### src/rtl/spi_rx_pkg.sv
// ----------------------------------------------------------------------------
// spi_rx_pkg
//   Shared types and defaults for the SPI word receiver.
//   spi_rx_state_t : receiver FSM state encoding
//   SPI_DATA_W     : default word width
//   SPI_SYNC_STAGES: default synchronizer depth
// ----------------------------------------------------------------------------
package spi_rx_pkg;

    typedef enum logic [1:0] {
        IDLE,
        SHIFT,
        CHECK
    } spi_rx_state_t;

    localparam int SPI_DATA_W      = 16;
    localparam int SPI_SYNC_STAGES = 2;

endpackage

### src/rtl/spi_word_rx_sync_edge.sv
// ----------------------------------------------------------------------------
// sync_edge
//   Multi-flop synchronizer for one asynchronous input plus edge detection
//   on the synchronized value.
//   Ports:
//     clk   in   system clock
//     rst_n in   asynchronous active-low reset
//     d     in   asynchronous input
//     q     out  synchronized input (last sync flop)
//     rise  out  q went 0 -> 1 this clk
//     fall  out  q went 1 -> 0 this clk
//   RST_VAL is loaded into every flop (including the edge-detect delay flop)
//   so the chain starts in the input's idle level.
// ----------------------------------------------------------------------------
module sync_edge #(
    parameter int   SYNC_STAGES = 2,
    parameter logic RST_VAL     = 1'b0
) (
    input  logic clk,
    input  logic rst_n,
    input  logic d,
    output logic q,
    output logic rise,
    output logic fall
);

    logic [SYNC_STAGES-1:0] sync_q;
    logic                   dly_q;

    always_ff @(posedge clk or negedge rst_n) begin
        if (!rst_n) begin
            sync_q <= {SYNC_STAGES{RST_VAL}};
            dly_q  <= RST_VAL;
        end else begin
            sync_q <= {sync_q[SYNC_STAGES-2:0], d};
            dly_q  <= sync_q[SYNC_STAGES-1];
        end
    end

    assign q    = sync_q[SYNC_STAGES-1];
    assign rise =  q & ~dly_q;
    assign fall = ~q &  dly_q;

endmodule

### src/rtl/spi_word_rx.sv
// ----------------------------------------------------------------------------
// spi_word_rx
//   SPI slave word receiver running entirely on clk. cs_n, sclk and sdi are
//   oversampled through synchronizers; sdi is shifted in MSB first on each
//   detected sclk rising edge. When cs_n deasserts, the bit count decides
//   between a good word (rx_valid pulse) and a framing error (frame_err
//   pulse).
//   Ports:
//     clk       in   system clock, the only clock
//     rst_n     in   asynchronous active-low reset
//     cs_n      in   SPI chip select, active low, asynchronous
//     sclk      in   SPI clock, sampled only
//     sdi       in   SPI data, valid on sclk rising edge
//     rx_data   out  last good word, held until the next good frame
//     rx_valid  out  one-clk pulse, rx_data updated this cycle
//     frame_err out  one-clk pulse, frame ended with a bad bit count
//     busy      out  FSM is not IDLE
//
//   state | meaning
//   ------+------------------------------------------------------------
//   IDLE  | waiting for cs_n to fall; sclk edges ignored
//   SHIFT | frame open; shift sdi on sclk rise, count bits (saturating)
//   CHECK | one clk; judge bit count, issue rx_valid or frame_err
// ----------------------------------------------------------------------------
module spi_word_rx
    import spi_rx_pkg::*;
#(
    parameter int DATA_W      = SPI_DATA_W,
    parameter int SYNC_STAGES = SPI_SYNC_STAGES
) (
    input  logic              clk,
    input  logic              rst_n,
    input  logic              cs_n,
    input  logic              sclk,
    input  logic              sdi,
    output logic [DATA_W-1:0] rx_data,
    output logic              rx_valid,
    output logic              frame_err,
    output logic              busy
);

    localparam int               CNT_W    = $clog2(DATA_W + 2);
    localparam logic [CNT_W-1:0] CNT_FULL = CNT_W'(DATA_W);
    // One past a full word: any overlong frame parks here instead of wrapping.
    localparam logic [CNT_W-1:0] CNT_MAX  = CNT_W'(DATA_W + 1);

    logic cs_s_unused;
    logic cs_rise;
    logic cs_fall;
    logic sclk_s_unused;
    logic sclk_rise;
    logic sclk_fall_unused;
    logic sdi_s;
    logic sdi_rise_unused;
    logic sdi_fall_unused;

    // cs_n idles high, so its chain resets high: if cs_n is still low when
    // reset releases, a cs_fall is produced and a (partial) frame opens.
    sync_edge #(
        .SYNC_STAGES (SYNC_STAGES),
        .RST_VAL     (1'b1)
    ) u_sync_cs (
        .clk   (clk),
        .rst_n (rst_n),
        .d     (cs_n),
        .q     (cs_s_unused),
        .rise  (cs_rise),
        .fall  (cs_fall)
    );

    sync_edge #(
        .SYNC_STAGES (SYNC_STAGES),
        .RST_VAL     (1'b0)
    ) u_sync_sclk (
        .clk   (clk),
        .rst_n (rst_n),
        .d     (sclk),
        .q     (sclk_s_unused),
        .rise  (sclk_rise),
        .fall  (sclk_fall_unused)
    );

    // Same depth as the sclk chain so sdi_s is the value captured alongside
    // the sclk sample that produced sclk_rise.
    sync_edge #(
        .SYNC_STAGES (SYNC_STAGES),
        .RST_VAL     (1'b0)
    ) u_sync_sdi (
        .clk   (clk),
        .rst_n (rst_n),
        .d     (sdi),
        .q     (sdi_s),
        .rise  (sdi_rise_unused),
        .fall  (sdi_fall_unused)
    );

    spi_rx_state_t     state_q;
    logic [DATA_W-1:0] shift_q;
    logic [CNT_W-1:0]  bit_cnt_q;
    logic [DATA_W-1:0] rx_data_q;
    logic              rx_valid_q;
    logic              frame_err_q;

    always_ff @(posedge clk or negedge rst_n) begin
        if (!rst_n) begin
            state_q     <= IDLE;
            shift_q     <= '0;
            bit_cnt_q   <= '0;
            rx_data_q   <= '0;
            rx_valid_q  <= 1'b0;
            frame_err_q <= 1'b0;
        end else begin
            rx_valid_q  <= 1'b0;
            frame_err_q <= 1'b0;
            case (state_q)
                IDLE: begin
                    if (cs_fall) begin
                        state_q   <= SHIFT;
                        shift_q   <= '0;
                        bit_cnt_q <= '0;
                    end
                end
                SHIFT: begin
                    // A bit arriving with cs_rise is still shifted and counted.
                    if (sclk_rise) begin
                        shift_q <= {shift_q[DATA_W-2:0], sdi_s};
                        if (bit_cnt_q != CNT_MAX) begin
                            bit_cnt_q <= bit_cnt_q + CNT_W'(1);
                        end
                    end
                    if (cs_rise) begin
                        state_q <= CHECK;
                    end
                end
                CHECK: begin
                    if (bit_cnt_q == CNT_FULL) begin
                        rx_data_q  <= shift_q;
                        rx_valid_q <= 1'b1;
                    end else begin
                        frame_err_q <= 1'b1;
                    end
                    // A very short cs_n high gap can reopen the frame here.
                    if (cs_fall) begin
                        state_q   <= SHIFT;
                        shift_q   <= '0;
                        bit_cnt_q <= '0;
                    end else begin
                        state_q <= IDLE;
                    end
                end
                default: begin
                    state_q <= IDLE;
                end
            endcase
        end
    end

    assign rx_data   = rx_data_q;
    assign rx_valid  = rx_valid_q;
    assign frame_err = frame_err_q;
    assign busy      = (state_q != IDLE);

endmodule

### config.mk
export PLATFORM = sky130hd
export DESIGN_NAME = spi_word_rx
export DESIGN_NICKNAME = d
export VERILOG_FILES = /design/src/rtl/spi_rx_pkg.sv /design/src/rtl/spi_word_rx_sync_edge.sv /design/src/rtl/spi_word_rx.sv
export SDC_FILE = /design/constraint.sdc
export NUM_CORES = 1
export LEC_CHECK = 0
export BUFFER_PORTS_ARGS = -buffer_cell sky130_fd_sc_hd__buf_4
export CORE_MARGIN = 4
export CORE_UTILIZATION = 56
export CTS_BUF_LIST = sky130_fd_sc_hd__clkbuf_8
export CTS_CLUSTER_DIAMETER = 200
export DETAILED_ROUTE_END_ITERATION = 7
export GPL_ROUTABILITY_DRIVEN = 0
export GPL_TIMING_DRIVEN = 0
export PLACE_DENSITY = 0.78
export SLEW_MARGIN = 5
export SYNTH_ARGS = -nofsm -noshare
export SYNTH_HDL_FRONTEND = slang
export SYNTH_SLANG_ARGS = --single-unit
### constraint.sdc
create_clock -name clk -period 2.3 [get_ports clk]
set_clock_uncertainty 0.15 [all_clocks]
set_input_delay 0.115 -clock clk [delete_from_list [all_inputs] [get_ports clk]]
set_output_delay 0.115 -clock clk [all_outputs]
set_load 0.01 [all_outputs]
Word level (Yosys, flattened, before mapping)
Index checks and enable logic that the tools add are counted.

Add/subtract/negate cells: 1. Equal/unequal tests: 9. Muxes and demuxes: 15. Bitwise logic cells: 6. Reductions and logical operators: 8.

Operators by type and width (number): 16-bit two-way mux (2); 16-bit case mux with 2 select lines (1); 5-bit two-way mux (3); 5-bit case mux with 2 select lines (1); 2-bit inequality test (second input constant) (4); 2-bit case mux with 3 select lines (1); 5-bit by 1-bit adder with 5-bit output (second input constant) (1); 5-bit == test (second input constant) (1); 1-bit two-way mux (5); 5-bit inequality test (second input constant) (1); 2-bit two-way mux (2); 2-bit AND reduction (2); 4-bit AND reduction (1); 2-bit nonzero test (2); 1-bit AND (3); 1-bit NOT (3); 3-bit AND reduction (1); 2-bit by 1-bit == test with 1-bit output (second input constant) (1); 2-bit == test (second input constant) (1); 2-bit logical NOT (1); 2-bit by 1-bit inequality test with 1-bit output (second input constant) (1); 2-bit OR reduction (1).

Bits in registers: 49. Output and inout bits: 19.

Longest topological paths before layout
Gate-level depths: netlist (run 1).

Depth after elaboration: 4. Mapped depth: 6.

By module
From an unflattened synthesis (run 1), not the netlist that was laid out.

Cell total of the unflattened synthesis: 133. Area total of the unflattened synthesis: 1998.2 µm².

Modules (own cells, without submodules): spi_word_rx (instances 1, cells each 118, area an instance 1724.2 µm², sequential area each 1026.0 µm²); sync_edge at u_sync_sclk ... (instances 2, cells each 5, area an instance 90.1 µm², sequential area each 75.1 µm²); sync_edge at u_sync_cs (instances 1, cells each 5, area an instance 93.8 µm², sequential area each 78.8 µm²).

Worst setup path after synthesis (run 1)
Ideal clock, no wire load.

Path kind: register to register. Start: reg bit_cnt_q[0]. End: reg rx_data_q[0], in the netlist rx_data[0]. Setup time: 0.125 ns. Arrival: 1.522 ns. Setup slack: 0.504 ns. Stages on the path, launching flop included: 7. Path buffers: 1. Period minus slack after synthesis: 1.796 ns. Path through: dfrtp_1 > inv_1 > ha_1 > and4bb_2 > nand3_4 > buf_2 > mux2_2.

Cells in the longest elaborated chain, start to end: 2.

Ends and longest elaborated chain: from (decl) (line spi_word_rx.sv:99) `logic [CNT_W-1:0] bit_cnt_q;`; from (signal assigned) (line spi_word_rx.sv:128) `bit_cnt_q <= bit_cnt_q + CNT_W'(1);`; 5-bit == test (line spi_word_rx.sv:136) `if (bit_cnt_q == CNT_FULL) begin`; 2-bit AND reduction (no source line); to (signal assigned) (line spi_word_rx.sv:137) `rx_data_q <= shift_q;`; to (decl) (line spi_word_rx.sv:100) `logic [DATA_W-1:0] rx_data_q;`.

No other way between the ends. A chain may end at the register's enable or synchronous reset.

Worst setup path after layout (run 1)
Start: reg bit_cnt_q[0]. End: reg rx_data_q[12], in the netlist rx_data[12].

The elaborated chain is that of the path after synthesis.

==> metrics.yaml, run 1 <==
cts_num_sinks: 49
hold_class: "in -> async"
syn_nets: 132
clkTransAtPathRegs_ns: 0.09
drv_slew: 0
crit_start: "bit_cnt_q[0]"
crit_type: "reg -> reg"
synthToLayoutAreaGrowth_pct: 19.63
ys_warn_count: 0
grt_first_pass_wirelength_microns: 5692
finalSetupViolations: 0
hold_ws_ns: 0.2030
finalHoldViolations: 0
post_drt_wl_per_cell_microns: 15.44
antenna_cells: 0
cts_setup_buffers: 0
path_cells: "inv_1, ha_1, and4bb_2, nand3_4, buf_2, mux2_2"
grt_usage: 0.1755
grt_pass1_vias: 1197
stdcell_count: 203
seq_area_frac_synth: 0.6540
drcViolationCount: 0
cp_max_fo: 10
cts_tree: "yes"
ant_nets: 0
critPathSlowestCell: "dfrtp_1"
core-area_sq_um: 3128
first_pass_iters: 4
rows: 20
place_area_sq_um: 2108
min_period_ns: 1.986
initial_core_util: 0.6012
ir_drop_v: 0.0005020
root_buffer: "clkbuf_8"
port_buffers: 23
drive_above_1_share: 0.4088
ys_ff_latch: 49
rsz0062_at_grt: "no"
max_cap_viol_count: 0
fill_cells: 228
reg2reg_setup_slack_ns: 0.31
leakage_nw: 1.148
fmax_ghz: 0.5034
die_w_microns: 65.95
grt_antenna_before_repair: 0
io_pins: 24
worst_slew_pin_slew_ns: 0.5822
netlist_area_sq_um: 1881
ys_dominant_reg_cell: "dfrtp_1"
yosysUniqueCellTypes: 28
cts_made_buffers: 5
postSynth.asyncResetShare: 1.000
place_inst: 191
fin_ws_ns: 0.3137
required_ns: 2.34
cellPowerDensity_nw_per_um2: 762.3
rr_endpoint: "rx_data[12]"
crit_arrival_ns: 2.02
drt-total-wl_microns: 3134
cp-end-kind: "register"
synth_edf_count: 0
fin_util: 0.7192
critPathMaxStageDelay_ns: 0.39
fin_crit_sh: 0.8636
status: "finished, final reports clean"
grt_max_degree: 50
via_per_inst: 5.493
overflow: 0
final_area_sq_um: 2250
slew_headroom: 0.6118
ctsHtreeMaxLevel: 2
die_h_microns: 65.95
dp_hpwl_microns: 2131
drt_iter0_markers: 54
syn_inst: 124
dieArea_sq_um: 4349
postCtsResizedCells: 0
tns_ns: 0
cts_max_path_buffers: 2
final_nets: 166
vias: 1115
pre_cts_ws_ns: 0.3109
reg2reg_depth: 6
p_total_mw: 1.715
r2r_start: "bit_cnt_q[0]"
post_synth.cell_area_avg_sq_um: 15.17
worstSkewPairLatency_ns: 0.30
cp-start-kind: "register"
postCtsHoldBufs: 4
final cells by class:
| class | count | area, sq um | share of cell area |
|---|---|---|---|
| inverter | 7 | 26.28 | 0.01168 |
| sequential | 49 | 1230 | 0.5467 |
| tap | 44 | 55.05 | 0.02447 |
| clock buffer | 7 | 96.34 | 0.04283 |
| multi-input combinational | 63 | 599.3 | 0.2664 |
| timing repair buffer | 27 | 212.7 | 0.09455 |
| buffer | 5 | 25.02 | 0.01112 |
| clock inverter | 1 | 5.005 | 0.002225 |
cells by family (layout without fill, tap and decap cells):
family,count (synthesis),after routing,synth area share
DFF,49,49,0.6540
AOI/OAI and AO/OA,23,23,0.1138
and+or+nand+nor,19,19,0.07851
muxes,18,18,0.1065
adders and majority gates,3,3,0.01996
buffers and inverters,12,47,0.02728
sequential cells by signal (all words and copies together), names as in the netlist:
name,cells
bit_cnt_q,5
frame_err,1
rx_data,16
rx_valid,1
shift_q,16
state_q,2
u_sync_cs.dly_q,1
u_sync_cs.sync_q,2
u_sync_sclk.dly_q,1
u_sync_sclk.sync_q,2
u_sync_sdi.sync_q,2
how the worst max path moves through the flow:
stage	end	slack (ns)	depth (start not counted)
5_1_grt	rx_data[12]	0.21	6
6_report	rx_data[12]	0.31	6
4_1_cts	rx_data[12]	0.29	6
3_5_place_dp	rx_data[12]	0.31	6
2_1_floorplan	rx_data[0]	0.50	6
3_3_place_gp	rx_data[11]	0.38	6
layout by cell type (no fill, tap or decap):
cell type and instances:
nand2b_1 1, inv_1 7, o221ai_1 1, nand2_1 4, a41o_1 1, ha_1 3, and3_2 2, o22ai_1 1
or3b_1 1, o32a_4 1, clkinv_2 1, dlygate4sd3_1 4, nand4_1 1, mux2i_1 2, nor3b_2 1, dfrtp_1 46
nor2_2 1, o21bai_1 1, and2b_2 1, or2_2 1, a22o_1 16, nor3b_1 1, nor2b_1 2, nand3_4 1
o32ai_1 1, clkbuf_8 7, a32o_1 1, mux2_2 16, buf_4 23, buf_2 5, dfstp_2 3, and4bb_2 2
worst max-delay path, delay by kind of cell, from the launching register on:
family / cells / cell delay (ns)
flip-flops: 1 / 0.39
adder cells (fa/ha/maj): 1 / 0.20
buffers and inverters: 2 / 0.36
AND/OR/NAND/NOR: 2 / 0.40
multiplexers: 1 / 0.37
report_power, final:
part | switching, mW | total, mW | internal [mW] | leakage, nW
sequential | 0.0428 | 0.955 | 0.912 | 0.658
clock | 0.272 | 0.544 | 0.272 | 0.0542
combinational | 0.122 | 0.216 | 0.0936 | 0.436
total | 0.437 | 1.71 | 1.28 | 1.15
synthesized netlist by cell type (all sizes together), types with 2 or more instances:
library cell	number	area share
nand2	4	0.0080
dfrtp	46	0.61
mux2	16	0.096
dfstp	3	0.042
mux2i	2	0.011
and4bb	2	0.013
buf	5	0.013
a22o	16	0.075
and3	2	0.0080
nor3b	2	0.011
ha	3	0.020
nor2b	2	0.0067
inv	7	0.014
layer usage:
metal  GRT usage  wire length, microns  vias up
met4     0.08122                    62        0
met5           0                     0        -
met2      0.2703                  1506       23
met3     0.04422                   142        7
met1      0.2340                  1422      571
li1            -                     -      514
Power figures use the tool's default switching activity.
==> run 2: changes to the inputs <==
--- a/config.mk
+++ b/config.mk
@@ -7,4 +7,5 @@
 export LEC_CHECK = 0
 export BUFFER_PORTS_ARGS = -buffer_cell sky130_fd_sc_hd__buf_4
+export CORE_ASPECT_RATIO = 1.5
 export CORE_MARGIN = 4
 export CORE_UTILIZATION = 56
--- a/constraint.sdc
+++ b/constraint.sdc
@@ -3,3 +3,3 @@
 set_input_delay 0.115 -clock clk [delete_from_list [all_inputs] [get_ports clk]]
 set_output_delay 0.115 -clock clk [all_outputs]
-set_load 0.01 [all_outputs]
+set_load 0.1 [all_outputs]
==> run 2 against run 1 <==
Compared with the run above: setup slack lost 0.029 ns; global-route usage shrank 1.0 points; register-to-register slack lost 0.03 ns; clock power shrank 8.8%; fmax shrank 1.4%; worst hold slack lost 0.0013 ns; via count grew 2.2%; sequential power is essentially flat; highest routed layer unchanged; total power grew 0.23%; first-iteration DRC count shrank 70%; combinational power grew 23%.
==> metrics.yaml, run 2 (synthesis gave the netlist of run 1 again) <==
port_buffers: 23  # unchanged
root_buffer: "clkbuf_8"
cts_setup_buffers: 0  # unchanged
core-area_sq_um: 3191  # +2.0%
dp_hpwl_microns: 2264  # +6.2%
overflow: 0  # unchanged
multi_input_area_sq_um: 599.3  # unchanged
initial_core_util: 0.5894  # -0.01179
register_area_sq_um: 1230  # unchanged
drt_iter0_markers: 16  # -70%
cp-start-kind: "register"
vias: 1139  # +2.2%
postCtsResizedCells: 0  # unchanged
reg2reg_setup_slack_ns: 0.29  # -0.03 ns
required_ns: 2.33  # about the same
drt-total-wl_microns: 3299  # +5.3%
hold_ws_ns: 0.2017  # -0.001325 ns
drv_slew: 0  # unchanged
grt_antenna_before_repair: 0  # unchanged
grt_first_pass_wirelength_microns: 5575  # -2.1%
worstSkewPairLatency_ns: 0.29  # about the same
min_period_ns: 2.015  # +0.02854 ns
mostFrequentLayoutCell: "dfrtp_1"
drive_above_1_share: 0.3962  # -0.01258
grt_pass1_vias: 1197  # unchanged
stdcell_count: 199  # -2.0%
ant_nets: 0  # unchanged
io_pins: 24  # unchanged
leakage_nw: 1.148  # about the same
dieArea_sq_um: 4369  # +0.44%
final_nets: 166  # unchanged
fin_util: 0.7000  # -0.01920
finalHoldViolations: 0  # unchanged
hold_depth: 0
die_w_microns: 55.32  # -16%
cts_made_buffers: 5  # unchanged
cellPowerDensity_nw_per_um2: 769.6  # +0.96%
rr_endpoint: "rx_data[9]"
fin_crit_sh: 0.8760  # +0.01241
cp_max_fo: 10  # unchanged
post_drt_wl_per_cell_microns: 16.58  # +7.4%
grt_usage: 0.1652  # -0.01037
cts_tree: "yes"
first_pass_iters: 4  # unchanged
worst_slew_pin_slew_ns: 0.5925  # +0.01024 ns
ctsHtreeMaxLevel: 2  # unchanged
min_from: "u_sync_sclk.sync_q[0]"
via_per_inst: 5.724  # +4.2%
status: "finished, final reports clean"
slew_headroom: 0.6050  # -0.006828
crit_type: "reg -> reg"
cp-end-kind: "register"
die_h_microns: 78.98  # +20%
tns_ns: 0  # unchanged
synthToLayoutAreaGrowth_pct: 18.76
max_cap_viol_count: 0  # unchanged
rows: 25  # +25%
finalSetupViolations: 0  # unchanged
ir_drop_v: 0.0005936  # +18%
hold_class: "reg -> reg"
cts_max_path_buffers: 2  # unchanged
r2r_start: "bit_cnt_q[0]"
rsz0062_at_grt: "no"
antenna_cells: 0  # unchanged
place_inst: 187  # -2.1%
fill_cells: 236  # +3.5%
reg2reg_depth: 6  # unchanged
crit_start: "bit_cnt_q[0]"
fmax_ghz: 0.4963  # -1.4%
final_cell_mix: "46 x dfrtp_1, 23 x buf_4, 16 x mux2_2, 16 x a22o_1, 9 x inv_1"
clkTransAtPathRegs_ns: 0.08  # about the same
cts_num_sinks: 49  # unchanged
drcViolationCount: 0  # unchanged
grt_max_degree: 50  # unchanged
crit_arrival_ns: 2.04  # +0.02 ns
min_to: "u_sync_sclk.sync_q[1]"
## run 2: cell count changes in the layout (fill, tap and decap cells not counted), sizes merged
| cell | change |
|---|---|
| clkinv | -1 |
| clkbuf | -1 |
| inv | +2 |
## run 2: worst max-delay path, stage by stage (launching register included)
cell	delay, ns
dfrtp_1	0.41
inv_1	0.09
ha_1	0.20
and4bb_2	0.25
nand3_4	0.15
buf_2	0.27
mux2_2	0.37
## run 2: where the power goes
group	switching [mW]	internal, mW
Combinational	0.170	0.0949
Clock	0.259	0.237
Sequential	0.0461	0.912
Total	0.475	1.24
## run 2: repair_timing
item / in CTS / in global routing
endpoints found under the hold margin: 49 / 0
hold buffers: 4 / 0
setup endpoints to repair: 0 / 0
## run 2: area by class of cell
cell class,instances,area share
Clock buffer,6,0.03697
Inverter,7,0.01176
Buffer,5,0.01120
Tap cell,40,0.02241
Multi-Input combinational cell,63,0.2683
Clock inverter,2,0.003361
Timing Repair Buffer,27,0.09524
Sequential cell,49,0.5507
## run 2: worst max-delay path by stage
stage,end,slack [ns],depth (start not counted)
after floorplan,rx_data[0],0.50,6
after global placement,rx_data[1],0.34,6
after detailed placement,rx_data[9],0.30,6
after CTS,rx_data[9],0.29,6
after global routing,rx_data[13],0.22,6
final,rx_data[9],0.29,6
## run 2: routing by layer
| metal | GRT usage | routed length (microns) | vias to the layer above |
|---|---|---|---|
| met1 | 0.1954 | 1351 | 590 |
| met3 | 0.04390 | 119 | 7 |
| met2 | 0.2761 | 1765 | 24 |
| met4 | 0.08273 | 63 | 0 |
| li1 | - | - | 518 |
| met5 | 0 | 0 | - |
## run 2: stage by stage
step                worst slack (ns)  instance area, sq um  power, mW
finish                        0.2851                  2233      1.719
detailed placement            0.3042                  2103      1.233
global route                  0.2206                  2233      1.806
CTS                           0.2888                  2233      1.737
global placement              0.3401                  2103      1.213
floorplan                     0.5025                  1881      1.150
